<file path="config.mk">
export PLATFORM = sky130hd
export DESIGN_NAME = prim_diff_pulse_sender
export DESIGN_NICKNAME = d
export VERILOG_FILES = /design/src/rtl/prim_diff_pkg.sv /design/src/rtl/prim_flop_2sync.sv /design/src/rtl/prim_diff_pulse_sender.sv
export SDC_FILE = /design/constraint.sdc
export NUM_CORES = 1
export LEC_CHECK = 0
export BUFFER_PORTS_ARGS = -buffer_cell sky130_fd_sc_hd__buf_2
export CAP_MARGIN = 20
export CORE_ASPECT_RATIO = 1.1
export CORE_MARGIN = 2
export CORE_UTILIZATION = 40
export CTS_BUF_LIST = sky130_fd_sc_hd__clkbuf_16
export DETAILED_ROUTE_END_ITERATION = 10
export GPL_TIMING_DRIVEN = 0
export PLACE_DENSITY = 0.61
export SLEW_MARGIN = 20
export SYNTH_ARGS = -nofsm -noshare
export SYNTH_HDL_FRONTEND = slang
export SYNTH_HIERARCHICAL = 1
export SYNTH_SLANG_ARGS = --single-unit
</file>
<file path="constraint.sdc">
create_clock -name clk_i -period 2.4 [get_ports clk_i]
set_input_delay 0.48 -clock clk_i [delete_from_list [all_inputs] [get_ports clk_i]]
set_output_delay 0.48 -clock clk_i [all_outputs]
set_load 0.005 [all_outputs]
</file>
<file path="src/rtl/prim_diff_pkg.sv">
// Shared types for the differential event link: handshake states and pair encodings.
package prim_diff_pkg;

  typedef enum logic [1:0] {
    Idle   = 2'd0,
    Phase1 = 2'd1,
    Phase2 = 2'd2,
    Pause  = 2'd3
  } state_e;

  typedef struct packed {
    logic p;
    logic n;
  } diff_pair_t;

  localparam diff_pair_t PairIdle   = '{p: 1'b0, n: 1'b1};
  localparam diff_pair_t PairActive = '{p: 1'b1, n: 1'b0};
  // Both wires high is an illegal code; the far end must flag it.
  localparam diff_pair_t PairForce  = '{p: 1'b1, n: 1'b1};

endpackage

</file>
<file path="src/rtl/prim_flop_2sync.sv">
// Two-stage synchronizer for signals entering this clock domain.
module prim_flop_2sync #(
  parameter int unsigned      Width      = 1,
  parameter logic [Width-1:0] ResetValue = '0
) (
  input  logic             clk_i,
  input  logic             rst_ni,
  input  logic [Width-1:0] d_i,
  output logic [Width-1:0] q_o
);

  logic [Width-1:0] stage1_q;

  always_ff @(posedge clk_i or negedge rst_ni) begin
    if (!rst_ni) begin
      stage1_q <= ResetValue;
      q_o      <= ResetValue;
    end else begin
      stage1_q <= d_i;
      q_o      <= stage1_q;
    end
  end

endmodule

</file>
<file path="src/rtl/prim_diff_pulse_sender.sv">
// Sender side of a differential event link: one full four-phase handshake per
// requested event, with ack integrity checking, timeout and forced-error injection.
module prim_diff_pulse_sender
  import prim_diff_pkg::*;
#(
  parameter bit          AsyncOn       = 1'b0,
  parameter int unsigned TimeoutCycles = 64
) (
  input  logic clk_i,
  input  logic rst_i,
  input  logic req_i,
  input  logic err_force_i,
  input  logic ack_pi,
  input  logic ack_ni,
  output logic diff_po,
  output logic diff_no,
  output logic busy_o,
  output logic done_o,
  output logic timeout_o,
  output logic sigint_o
);

  localparam int unsigned CntW      = (TimeoutCycles > 0) ? $clog2(TimeoutCycles + 1) : 1;
  localparam int unsigned CntMaxInt = (TimeoutCycles > 0) ? TimeoutCycles - 1 : 0;
  localparam logic [CntW-1:0] CntMax = CntW'(CntMaxInt);

  logic ack_p, ack_n, ack_ok, ack_lvl;

  if (AsyncOn) begin : gen_async
    logic sync_rst_n;
    logic ack_p_q, ack_n_q, invalid_q, toggled;

    assign sync_rst_n = ~rst_i;

    prim_flop_2sync #(.Width(1), .ResetValue(1'b0)) u_sync_p (
      .clk_i  (clk_i),
      .rst_ni (sync_rst_n),
      .d_i    (ack_pi),
      .q_o    (ack_p)
    );

    prim_flop_2sync #(.Width(1), .ResetValue(1'b1)) u_sync_n (
      .clk_i  (clk_i),
      .rst_ni (sync_rst_n),
      .d_i    (ack_ni),
      .q_o    (ack_n)
    );

    always_ff @(posedge clk_i or posedge rst_i) begin
      if (rst_i) begin
        ack_p_q   <= 1'b0;
        ack_n_q   <= 1'b1;
        invalid_q <= 1'b0;
      end else begin
        ack_p_q   <= ack_p;
        ack_n_q   <= ack_n;
        invalid_q <= ~ack_ok;
      end
    end

    // The two wires may resolve one cycle apart; only a lone invalid cycle
    // accompanied by a transition is forgiven.
    assign toggled  = (ack_p != ack_p_q) || (ack_n != ack_n_q);
    assign sigint_o = ~ack_ok && (invalid_q || ~toggled);
  end else begin : gen_sync
    assign ack_p    = ack_pi;
    assign ack_n    = ack_ni;
    assign sigint_o = ~ack_ok;
  end

  assign ack_ok  = ack_p ^ ack_n;
  assign ack_lvl = ack_p;

  state_e          state_q, state_d;
  logic            pending_q, pending_d;
  logic [CntW-1:0] cnt_q, cnt_d;
  diff_pair_t      pair_d;
  logic            done_d, timeout_d, launch, timeout_hit, in_phase_d;

  assign timeout_hit = (TimeoutCycles != 0) && (cnt_q == CntMax);
  assign in_phase_d  = (state_d == Phase1) || (state_d == Phase2);

  // NOTE: every signal driven here gets a default first so no path can infer a latch.
  always_comb begin
    state_d   = state_q;
    done_d    = 1'b0;
    timeout_d = 1'b0;
    launch    = 1'b0;

    unique case (state_q)
      Idle: begin
        if (req_i || pending_q) begin
          state_d = Phase1;
          launch  = 1'b1;
        end
      end
      Phase1: begin
        if (ack_ok && ack_lvl) begin
          state_d = Phase2;
        end else if (timeout_hit) begin
          state_d   = Pause;
          timeout_d = 1'b1;
        end
      end
      Phase2: begin
        if (ack_ok && !ack_lvl) begin
          state_d = Pause;
          done_d  = 1'b1;
        end else if (timeout_hit) begin
          state_d   = Pause;
          timeout_d = 1'b1;
        end
      end
      Pause: begin
        if (pending_q) begin
          state_d = Phase1;
          launch  = 1'b1;
        end else begin
          state_d = Idle;
        end
      end
      default: state_d = Idle;
    endcase

    // A request arriving with a launch is absorbed by that launch.
    pending_d = pending_q;
    if (launch) begin
      pending_d = 1'b0;
    end else if (req_i && (state_q != Idle)) begin
      pending_d = 1'b1;
    end

    cnt_d = '0;
    if (TimeoutCycles != 0 && in_phase_d && (state_d == state_q) && (cnt_q != CntMax)) begin
      cnt_d = cnt_q + 1'b1;
    end else if (TimeoutCycles != 0 && in_phase_d && (state_d == state_q)) begin
      cnt_d = cnt_q;
    end

    pair_d = (state_d == Phase1) ? PairActive : PairIdle;
    if (err_force_i) begin
      pair_d = PairForce;
    end
  end

  // NOTE: state is updated with non-blocking assignments so every flop samples pre-edge values.
  always_ff @(posedge clk_i or posedge rst_i) begin
    if (rst_i) begin
      state_q   <= Idle;
      pending_q <= 1'b0;
      cnt_q     <= '0;
      diff_po   <= PairIdle.p;
      diff_no   <= PairIdle.n;
      busy_o    <= 1'b0;
      done_o    <= 1'b0;
      timeout_o <= 1'b0;
    end else begin
      state_q   <= state_d;
      pending_q <= pending_d;
      cnt_q     <= cnt_d;
      diff_po   <= pair_d.p;
      diff_no   <= pair_d.n;
      busy_o    <= (state_d != Idle);
      done_o    <= done_d;
      timeout_o <= timeout_d;
    end
  end

endmodule
</file>
# Word level (Yosys, flattened, before mapping)
# Cells that the tools add are included.
# op_classes
n_addsub,1
n_eq_ne,9
mux,21
bitwise_logic,2
reduce_logical,12
# ops
cell,n
$mux W7,2
$mux W2,6
$mux W1,10
$pmux W2 S4,1
$add A7 B1 Y7 const B,1
$eq A7 B6 Y1 const B,1
$ne A7 B6 Y1 const B,1
$eq A2 B2 Y1 const B,3
$reduce_bool A2 Y1,3
$logic_and A1 B1 Y1,5
$eq A2 B1 Y1 const B,2
$pmux W1 S2,2
$eq A2 B2 Y1,1
$logic_not A2 Y1,1
$logic_or A1 B1 Y1,2
$ne A2 B1 Y1 const B,1
$logic_not A1 Y1,1
$not A1 Y1,1
$xor A1 B1 Y1,1
# word_totals
reg_bits,15
out_inout_bits,6

# Longest topological paths before layout
# Gate-level depths: netlist of run 1.
# logic_depth
word_depth,9
ltp_mapped,10
ltp_nobuf,10

# Worst setup path after synthesis of run 1
# Ideal clock, no wire load.
# synth_timing
path_kind,reg-to-reg
startpoint,reg state_q[0]
endpoint,reg cnt_q[0]
setup_ps,101
arrival_time_ps,2411
slack_ps,-112
path_stages_with_launch,11
path_buffers,0
period_less_slack_ps,2512
path_cell_list,dfrtp_1 > inv_1 > ha_1 > nand2b_1 > or3_1 > nand2_1 > a21oi_1 > ha_1 > a311oi_2 > o41ai_4 > nor4_1
# synth_between
elab_chain_cells,8
elab_cells_between_ends,17
# synth_lines
element,line_no,text
from (decl),prim_diff_pulse_sender.sv:74,"state_e state_q, state_d;"
from (signal assigned),prim_diff_pulse_sender.sv:149,state_q <= Idle;
from (signal assigned),prim_diff_pulse_sender.sv:158,state_q <= state_d;
$mux W2,"prim_diff_pulse_sender.sv:100, prim_diff_pulse_sender.sv:109",
$mux W2 (on tied branches),"prim_diff_pulse_sender.sv:106, prim_diff_pulse_sender.sv:98",
$pmux W2 S4,prim_diff_pulse_sender.sv:90,unique case (state_q)
$eq A2 B1 Y1 / $eq A2 B2 Y1 (equally long branches),prim_diff_pulse_sender.sv:81,assign in_phase_d = (state_d == Phase1) || (state_d == Phase2);
$logic_or A1 B1 Y1,prim_diff_pulse_sender.sv:81,
$logic_and A1 B1 Y1 (*),"prim_diff_pulse_sender.sv:134, prim_diff_pulse_sender.sv:136",
$logic_and A1 B1 Y1,prim_diff_pulse_sender.sv:134,if (TimeoutCycles != 0 && in_phase_d && (state_d == state_q) && (cnt_q != CntMax)) begin
$ne A2 B1 Y1 (no source line) / $mux W7 (equally long branches),-,
to (signal assigned),prim_diff_pulse_sender.sv:160,cnt_q <= cnt_d;
to (decl),prim_diff_pulse_sender.sv:76,"logic [CntW-1:0] cnt_q, cnt_d;"
# Every way passes the cells marked *; elsewhere a longest branch is shown, timed or not.
# A chain may end at the register's enable or synchronous reset.

# Final worst setup path of run 1
# layout_timing
startpoint,reg state_q[1]
endpoint,reg cnt_q[0]
# layout_between
elab_cells_between_ends,17
# layout_lines
element,line_no
"$eq A2 B2 Y1, or another cell as far along",prim_diff_pulse_sender.sv:90
$pmux W2 S4 (*),prim_diff_pulse_sender.sv:90
via state_d[0],prim_diff_pulse_sender.sv:74
$eq A2 B1 Y1 / $eq A2 B2 Y1 (equally long branches),prim_diff_pulse_sender.sv:81
$logic_or A1 B1 Y1,prim_diff_pulse_sender.sv:81
$logic_and A1 B1 Y1 (*),"prim_diff_pulse_sender.sv:134, prim_diff_pulse_sender.sv:136"
$logic_and A1 B1 Y1,prim_diff_pulse_sender.sv:134
$ne A2 B1 Y1 (no source line) / $mux W7 (equally long branches),-
# The timed path passes the listed nets; every way through them passes the cells marked *.

==> reports/results.md, run 1 <==
| Metric | Reported |
|:---|:---|
| Outcome | complete, but fails checks |
| Violations in the final reports | negative setup slack |
| Via count | 812 |
| Cells along the critical path | ha_2 -> a221oi_4 -> a21oi_4 -> o21a_1 -> ha_4 -> a311oi_4 -> o41ai_4 -> nor4_1 |
| Clock network latency to the later pin of the worst-skew pair | 0.24 ns |
| Cell at the slowest stage of the critical path | dfrtp_2 |
| Design Power | 2.04 mW |
| Depth of the critical timing path with buffers and inverters included | 8 |
| Floorplan Core Area | 0.00223 mm^2 |
| Yosys Warn Count | 6 |
| Worst slack on hold paths | 0.283 ns |
| Routed len/inst | 13.9 um |
| Final critical path time including I/O delays and setup | 2.41 ns |
| Finished Cell Area | 0.00142 mm^2 |
| CTS Root Cell | clkbuf_16 |
| Pleak | 0.646 nW |
| Clock buffers created by TritonCTS | 3 |
| Die footprint | 0.00273 mm^2 |
| Setup WS post-layout | -0.00535 ns |
| Max-slew violation count | 0 |
| Post-synthesis sequential element count | 15 |
| Crit path DAT | 2.54 ns |
| Fraction of the mapped netlist area in adder cells | 12.1% |
| Post-synthesis instance area | 932 um^2 |
| Post-synthesis mux area share | 2.15% |
| First-pass GRT wire length | 3.28 mm |
| Critical path type | reg2reg |
| Number of filler instances in the final layout | 184 |
| DRT iter0 DRCs | 13 |
| Final Hold Violating Endpoints | 0 |
| Share of the cycle needed by the critical path after routing | 100% |
| DP HPWL | 1.33 mm |
| Number of ports placed on the die boundary | 12 |
| Min-delay worst type | in2async |
| Area fraction in and, or, nand and nor cells after synthesis | 22.8% |
| Overflow after GRT | 0 |
| Starting utilization of the core area | 41.8% |
| Clk network pwr share | 15.5% |
| Portion of the post-synthesis area used by sequential elements | 40.4% |
| Post-CTS Hold Buffers | 0 |
| H-tree depth reported by CTS | 1 |
| Drt pass-1 iters | 4 |
| Headroom to the max-slew limit | 60.8% |
| RD Place Congestion | 0.830 |
| Number of nets produced by synthesis | 106 |
| Commonest non-fill, non-tap cells in the layout | buf_4, dfrtp_1, buf_2 |
| Internal | 1.24 mW |
| Antenna violations before repair | 0 |
| Peak supply drop | 0.00119 V |
| Sw frac | 39.1% |
| Rows | 18 |
| Pin count of the biggest net entering global routing | 16 |
| Combinational family with the most area after synthesis | simple AND/OR/NAND/NOR gates |
| Pre-CTS setup slack | -0.345 ns |
| Number of routed nets with antenna violations | 0 |
| Clock tree from TritonCTS | done |
| Die Width | 50.0 um |
| R2r setup slk | -0.005 ns |
| Clk pin slew, worst setup/hold paths | 0.05 ns |
| Critical Path End Type | flop |
| Total global-route track usage | 16.7% |
| Worst path max stage delay | 0.46 ns |
| Count of distinct cell types in the synthesized netlist | 35 |
| Drt total wl | 2.19 mm |
| Crit path required time | 2.53 ns |
| Vias in the first global route | 732 |
| Most common cell after layout, fill and taps aside | buf_4 |
| DRC violation count after routing | 0 |
| Areal power density over the cells | 1440 mW/mm^2 |
| Worst-margin pin slew | 0.580 ns |
| Gate count after technology mapping | 91 |
| Worst setup SP type | flop |
| Total of endpoints with negative setup slack in the final report | 1 |
| Largest fanout on the critical path | 6 |
| Buffers from clock root to sink, at most | 2 |
| Number of nets in the finished design | 144 |
| Number of buffers and inverters on the critical path | 0 |
| # diodes | 0 |
| Area added between synthesis and finish | 52.1% |
| Depth of the worst register-to-register path | 8 |
| Cell area after placement | 0.00103 mm^2 |
| Reported net switching power | 799 uW |
| Overall die height | 54.6 um |
| Post-synthesis xor/xnor area fraction | 0.940% |
| Unrepaired setup endpoints after global routing | true |
| Clock sink count | 15 |
| Final Skew | 0.00403 ns |
| Synthesized area per cell | 10.2 um^2 |
| Detail-routed via count per cell | 5.14 |
| Highest attainable clock frequency | 416 MHz |
| Sequential group share of total power | 19.4% |
| Share of total power in combinational logic | 65.2% |
| Number of max-cap violations | 0 |
| Gate family responsible for the most delay along the worst path | compound AO/OA/AOI/OAI gates |
| Number of buffers inserted by port buffering | 11 |
| Share of cells above drive strength 1 | 50.0% |
| Synth Area in Compound Gates | 17.2% |
synth_stat cells, drive strengths merged:
master	count	area, um^2
o211ai	1	7.51
a31o	1	8.76
or3	1	6.26
nor2	2	7.51
or2	3	21.3
xnor2	1	8.76
buf	1	11.3
ha	9	113
nand2b	2	12.5
nand4b	1	8.76
nand3	6	30.0
nor4b	1	8.76
and2	1	6.26
dfstp	1	26.3
nor2b	2	12.5
dfrtp	14	350
a21o	2	15.0
a311oi	1	15.0
and3	2	12.5
inv	8	30.0
o41ai	1	27.5
o21a	1	7.51
nand2	5	18.8
o21ai	7	35.0
or2b	1	7.51
a221oi	1	15.0
a21oi	3	18.8
nor4	6	37.5
a32o	1	10.0
nor3b	1	12.5
mux2i	2	20.0
nor3	2	10.0
path summary, 6_finish.rpt:
kind                        startpoint         end
min in group clk_i         err_force_i     diff_po
min                              rst_i     diff_po
max reg2reg                 state_q[1]    cnt_q[0]
max                         state_q[1]    cnt_q[0]
max in group asynchronous        rst_i  state_q[1]
min reg2reg                   cnt_q[6]    cnt_q[6]
final cells by class:
type                            count  area (um^2)  area share, %
Inverter                            8         35.0           2.47
Clock inverter                      1         5.00          0.353
Multi-Input combinational cell     67          658           46.4
Sequential cell                    15          379           26.7
Tap cell                           30         37.5           2.65
Timing Repair Buffer               34          228           16.1
Clock buffer                        3         75.1           5.30
power groups by stage:
stage	Combinational [mW]	Sequential [mW]	Clock, mW
floorplan	0.563	0.389	0
global placement	0.705	0.398	0
detailed placement	0.723	0.402	0
CTS	1.12	0.390	0.324
global route	1.43	0.403	0.336
finish	1.33	0.396	0.316
state kept, by name, indices dropped and copies added, names as in the netlist:
signal     flops
cnt_q          7
diff_po        1
done_o         1
diff_no        1
state_q        2
pending_q      1
timeout_o      1
busy_o         1
metrics by stage:
step | util (%) | TNS (ns) | cells
6_report | 63.6 | -0.00535 | 158
5_1_grt | 63.6 | -0.0923 | 158
4_1_cts | 61.3 | -0.183 | 157
3_5_place_dp | 46.3 | -2.05 | 132
3_3_place_gp | 46.3 | -1.63 | 132
2_1_floorplan | - | 0 | 91
cells by family (layout without fill, tap and decap cells):
logic type,Yosys count,count (layout)
and+or+nand+nor,36,36
AOI/OAI and AO/OA,19,19
DFF,15,15
adders and majority gates,9,9
buffers and inverters,9,46
muxes,2,2
xor gates and xnor gates,1,1
per-layer routing:
layer | vias up | share of wire, % | global-route usage [%]
li1 | 404 | - | -
met1 | 395 | 41 | 19.5
met2 | 11 | 56 | 30.7
met3 | 2 | 1.6 | 2.46
met4 | 0 | 0.87 | 6.94
met5 | - | 0 | 0
timing repair:
item / 4_1_cts / 5_1_grt
setup endpoints to repair: 7 / 7
endpoints found under the hold margin: 0 / 0
buffers inserted: 21 / 2
pin swaps: 15 / 9
gates resized for setup: 19 / 8
Power figures use the tool's default switching activity.
==> inputs of run 2 (changes only) <==
CELL_PAD_IN_SITES_DETAIL_PLACEMENT = 0   (was unset)
CELL_PAD_IN_SITES_GLOBAL_PLACEMENT = 1   (was unset)
CORE_UTILIZATION = 39   (was 40)
PLACE_DENSITY = 0.73   (was 0.61)
==> reports/results.md, run 2 (same netlist as run 1, synthesis figures left out) <==
| Metric | Reported |
|:---|:---|
| Outcome | complete, but fails checks |
| Violations in the final reports | negative setup slack |
| Registers with the most flip-flops | cnt_q: 7 flops, state_q: 2 flops |
| DRT iter0 DRCs | 7 |
| Crit path required time | 2.55 ns |
| Final setup TNS | -0.233 ns |
| Number of flip-flops in the largest register | 7 |
| Number of nets in the finished design | 138 |
| Highest attainable clock frequency | 409 MHz |
| Routed len/inst | 14.5 um |
| Internal | 1.18 mW |
| Worst setup SP type | flop |
| Total global-route track usage | 17.9% |
| Peak supply drop | 0.000781 V |
| Die Width | 50.6 um |
| Clk network pwr share | 16.4% |
| Clock buffers created by TritonCTS | 3 |
| Final Skew | 0.00153 ns |
| CTS Root Cell | clkbuf_16 |
| Buffers from clock root to sink, at most | 2 |
| Share of the cycle needed by the critical path after routing | 102% |
| Most common cell after layout, fill and taps aside | buf_4 |
| Number of routed nets with antenna violations | 0 |
| Share of total power in combinational logic | 63.3% |
| Setup WS post-layout | -0.0472 ns |
| Overflow after GRT | 0 |
| Number of max-cap violations | 0 |
| H-tree depth reported by CTS | 1 |
| First-pass GRT wire length | 3.73 mm |
| Areal power density over the cells | 1440 mW/mm^2 |
| Min-delay worst type | in2async |
| Number of ports placed on the die boundary | 12 |
| Largest fanout on the critical path | 6 |
| Pleak | 0.613 nW |
| Via count | 815 |
| FF/Latch Area | 379 um^2 |
| Reported net switching power | 785 uW |
| Worst-margin pin slew | 0.647 ns |
| Commonest non-fill, non-tap cells in the layout | buf_4, dfrtp_1, buf_2, inv_1, o21ai_0 |
| Total of endpoints with negative setup slack in the final report | 7 |
| Clock sink count | 15 |
| Design Power | 1.97 mW |
| Pin count of the biggest net entering global routing | 16 |
| DRC violation count after routing | 0 |
| Post-CTS Hold Buffers | 0 |
| DP HPWL | 1.38 mm |
| Clock tree from TritonCTS | done |
| Detail-routed via count per cell | 5.36 |
| Unrepaired setup endpoints after global routing | true |
| Starting utilization of the core area | 41.4% |
| Final Hold Violating Endpoints | 0 |
| Overall die height | 55.3 um |
| RD Place Congestion | 0.794 |
| Vias in the first global route | 808 |
| Top register by number of flip-flops | cnt_q |
| # diodes | 0 |
| Crit path DAT | 2.59 ns |
| Max-slew violation count | 0 |
| Sequential group share of total power | 20.2% |
| Rows | 18 |
| Final core area utilization | 60.8% |
| Clock network latency to the later pin of the worst-skew pair | 0.25 ns |
| Post-Layout Cell Count | 152 |
| Area used by multi-input combinational logic | 656 um^2 |
| Clk pin slew, worst setup/hold paths | 0.05 ns |
| Cell total after placement | 132 |
| Number of filler instances in the final layout | 208 |
| Critical Path End Type | flop |
| Sw frac | 39.9% |
| Floorplan Core Area | 0.00225 mm^2 |
| Drt total wl | 2.20 mm |
| Headroom to the max-slew limit | 56.2% |
| Worst slack on hold paths | 0.283 ns |
| Final critical path time including I/O delays and setup | 2.45 ns |
| Die footprint | 0.00280 mm^2 |
| Critical path type | reg2reg |
| Drt pass-1 iters | 4 |
| Antenna violations before repair | 0 |
| Share of cells above drive strength 1 | 47.5% |
| Area added between synthesis and finish | 47.0% |
| Number of buffers inserted by port buffering | 11 |
[run 2: cell count changes in the layout (fill, tap and decap cells not counted), sizes merged]
cell,previous run,this run
clkinv,1,0
buf,34,28
inv,8,9
[run 2: final cells by class]
| class | count | area share (%) |
|---|---|---|
| tap | 30 | 2.74 |
| timing repair buffer | 27 | 12.8 |
| multi-input combinational | 67 | 47.9 |
| clock buffer | 3 | 5.48 |
| sequential | 15 | 27.7 |
| buffer | 1 | 0.822 |
| clock inverter | 1 | 0.274 |
| inverter | 8 | 2.37 |
[run 2: routing by layer]
| layer | track usage, % | vias to the layer above | routed length, um | part of all wire (%) |
|---|---|---|---|---|
| li1 | - | 392 | - | - |
| met3 | 2.43 | 5 | 62 | 2.8 |
| met4 | 9.27 | 0 | 50 | 2.3 |
| met2 | 31.0 | 17 | 1170 | 53 |
| met1 | 21.0 | 401 | 911 | 41 |
| met5 | 0 | - | 0 | 0 |
[run 2: final timing paths]
kind | start | endpoint | slack [ns] | depth (start not counted)
setup / recovery | state_q[0] | cnt_q[3] | -0.05 | 9
hold / removal | rst_i | diff_po | 0.28 | 2
setup reg to reg | state_q[0] | cnt_q[3] | -0.05 | 9
hold reg to reg | cnt_q[6] | cnt_q[6] | 0.57 | 2
max in group asynchronous | rst_i | state_q[1] | 1.71 | 2
min in group clk_i | err_force_i | diff_no | 0.43 | 2
[run 2: repair_timing]
item / in CTS / in global routing
buffers inserted: 14 / 2
resized for setup: 21 / 3
setup endpoints to repair: 7 / 7
pin swaps: 13 / 1
[run 2: metrics by stage]
step | area (um^2) | setup WS, ns
2_1_floorplan | 940 | 0.00987
4_1_cts | 1340 | -0.00672
3_3_place_gp | 1030 | -0.340
5_1_grt | 1370 | -0.178
6_report | 1370 | -0.0472
3_5_place_dp | 1030 | -0.433
[run 2: power by group through the flow]
| stage | Sequential (mW) | Clock, mW | Combinational [mW] |
|---|---|---|---|
| global route | 0.406 | 0.339 | 1.36 |
| finish | 0.398 | 0.324 | 1.25 |
| floorplan | 0.389 | 0 | 0.563 |
| CTS | 0.397 | 0.326 | 1.15 |
| detailed placement | 0.401 | 0 | 0.740 |
| global placement | 0.398 | 0 | 0.722 |
[run 2: critical path, cell delays in order (launching register included)]
cell and delay, ns:
dfrtp_2 0.44, inv_4 0.07, ha_4 0.18, a221oi_4 0.32, a21oi_2 0.11, o21a_1 0.24, ha_4 0.26, a311oi_4 0.33
o41ai_4 0.20, nor4_1 0.19
==> inputs of run 3 (changes only) <==
TNS_END_PERCENT = 50   (was unset)
==> reports/results.md, run 3 (same netlist as run 1, synthesis figures left out) <==
| Metric | Reported |
|:---|:---|
| Outcome | complete, but fails checks |
| Violations in the final reports | negative setup slack |
| Number of ports placed on the die boundary | 12 |
| Overflow after GRT | 0 |
| Pleak | 0.614 nW |
| Worst r2r src | state_q[0] |
| Final Skew | 0.00141 ns |
| Share of the cycle needed by the critical path after routing | 102% |
| Drt total wl | 2.19 mm |
| Routed len/inst | 14.4 um |
| Critical Path End Type | flop |
| Number of routed nets with antenna violations | 0 |
| Cell area after placement | 0.00103 mm^2 |
| Largest fanout on the critical path | 6 |
| Reported net switching power | 780 uW |
| Final core area utilization | 60.6% |
| Clk network pwr share | 16.5% |
| # diodes | 0 |
| Detail-routed via count per cell | 5.32 |
| Number of nets in the finished design | 138 |
| Clock network latency to the later pin of the worst-skew pair | 0.25 ns |
| H-tree depth reported by CTS | 1 |
| Min-delay worst type | in2async |
| Number of filler instances in the final layout | 208 |
| Via count | 808 |
| Share of total power in combinational logic | 63.2% |
| R2r setup slk | -0.05 ns |
| Drt pass-1 iters | 4 |
| Finished Cell Area | 0.00137 mm^2 |
| Areal power density over the cells | 1440 mW/mm^2 |
| Worst setup SP type | flop |
| Gate family responsible for the most delay along the worst path | compound AO/OA/AOI/OAI gates |
| Peak supply drop | 0.000780 V |
| DRC violation count after routing | 0 |
| Overall die height | 55.3 um |
| Clock tree from TritonCTS | done |
| Crit path required time | 2.55 ns |
| Setup WS post-layout | -0.0462 ns |
| Terminus of the critical flop-to-flop path | cnt_q[4] |
| Most common cell after layout, fill and taps aside | buf_4 |
| Worst slack on hold paths | 0.282 ns |
| DRT iter0 DRCs | 5 |
| Area added between synthesis and finish | 46.4% |
| Total global-route track usage | 17.9% |
| Worst path max stage delay | 0.44 ns |
| Rows | 18 |
| Registers with the most flip-flops | cnt_q: 7 flops, state_q: 2 flops |
| Clock buffers created by TritonCTS | 3 |
| Starting utilization of the core area | 41.4% |
| Die footprint | 0.00280 mm^2 |
| Cells along the critical path | inv_4 -> ha_4 -> a221oi_4 -> a21oi_2 -> o21a_1 -> ha_4 -> a311oi_4 -> o41ai_4 -> nor4_1 |
| Depth of the critical timing path with buffers and inverters included | 9 |
| Crit-path most repeated cell | ha_4 |
| Total of endpoints with negative setup slack in the final report | 6 |
| Pre-CTS setup slack | -0.433 ns |
| Unrepaired setup endpoints after global routing | true |
| Final setup TNS | -0.206 ns |
| Number of buffers inserted by port buffering | 11 |
| Final Hold Violating Endpoints | 0 |
| Pin count of the biggest net entering global routing | 16 |
| Max-slew violation count | 0 |
| Clock sink count | 15 |
| Number of buffers and inverters on the critical path | 1 |
| Critical path type | reg2reg |
| Antenna violations before repair | 0 |
| Depth of the worst register-to-register path | 9 |
| Highest attainable clock frequency | 409 MHz |
| Share of cells above drive strength 1 | 46.7% |
| Clk pin slew, worst setup/hold paths | 0.05 ns |
| Commonest non-fill, non-tap cells in the layout | buf_4, dfrtp_1, buf_2, inv_1, o21ai_0 |
| Top register by number of flip-flops | cnt_q |
| RD Place Congestion | 0.794 |
| Number of flip-flops in the largest register | 7 |
| Vias in the first global route | 808 |
| Post-CTS Hold Buffers | 0 |
| Buffers from clock root to sink, at most | 2 |
| DP HPWL | 1.38 mm |
| Floorplan Core Area | 0.00225 mm^2 |
| Internal | 1.18 mW |
| Final critical path time including I/O delays and setup | 2.45 ns |
| First-pass GRT wire length | 3.73 mm |
| CTS Root Cell | clkbuf_16 |
| Sequential group share of total power | 20.3% |
| Headroom to the max-slew limit | 56.4% |
| Sw frac | 39.7% |
| Number of max-cap violations | 0 |
| Worst-margin pin slew | 0.645 ns |
| Cell at the slowest stage of the critical path | dfrtp_2 |
| Die Width | 50.6 um |
| Crit path DAT | 2.59 ns |
## run 3: cell counts in the layout (fill, tap and decap cells not counted)
No cell type changed its count.
## run 3: worst reg2reg max path: stages, from the launching register on
cell	delay, ns
dfrtp_2	0.44
inv_4	0.07
ha_4	0.18
a221oi_4	0.32
a21oi_2	0.11
o21a_1	0.24
ha_4	0.26
a311oi_4	0.34
o41ai_4	0.20
nor4_1	0.19
## run 3: how the worst max path moves through the flow
| stage | start | to | slack (ns) |
|---|---|---|---|
| 5_1_grt | cnt_q[1] | cnt_q[4] | -0.18 |
| 6_report | state_q[0] | cnt_q[4] | -0.05 |
| 3_3_place_gp | ack_pi | cnt_q[5] | -0.34 |
| 3_5_place_dp | ack_pi | cnt_q[5] | -0.43 |
| 4_1_cts | state_q[0] | cnt_q[0] | -0.007 |
| 2_1_floorplan | state_q[0] | cnt_q[0] | 0.01 |
## run 3: timing repair
item                       in CTS  in global routing
resized for setup              21                  2
buffers inserted               14                  2
pin swaps                      13                  0
setup endpoints to repair       7                  7
cloned                          0                  0
## run 3: final cells by class
type | instances | area, um^2 | share of cell area [%]
Clock inverter | 1 | 3.75 | 0.275
Clock buffer | 3 | 75.1 | 5.50
Sequential cell | 15 | 379 | 27.8
Multi-Input combinational cell | 67 | 651 | 47.7
Tap cell | 30 | 37.5 | 2.75
Buffer | 1 | 11.3 | 0.825
Inverter | 8 | 32.5 | 2.38
Timing Repair Buffer | 27 | 175 | 12.8
## run 3: stage by stage
step / std cells / total power [mW]
6_report: 152 / 1.96
5_1_grt: 152 / 2.10
4_1_cts: 150 / 1.87
2_1_floorplan: 91 / 0.952
3_3_place_gp: 132 / 1.12
3_5_place_dp: 132 / 1.14
## run 3: metal layers
metal / routed length (um) / up-vias / GRT usage (%)
met3: 39 / 5 / 2.43
met5: 0 / - / 0
li1: - / 392 / -
met1: 929 / 401 / 21.0
met2: 1170 / 10 / 31.0
met4: 50 / 0 / 9.27
## run 3: power groups by stage
stage               logic (mW)  registers [mW]  clock network (mW)
detailed placement       0.740           0.401                   0
CTS                       1.15           0.397               0.326
global placement         0.722           0.398                   0
floorplan                0.563           0.389                   0
finish                    1.24           0.398               0.323
global route              1.35           0.406               0.339
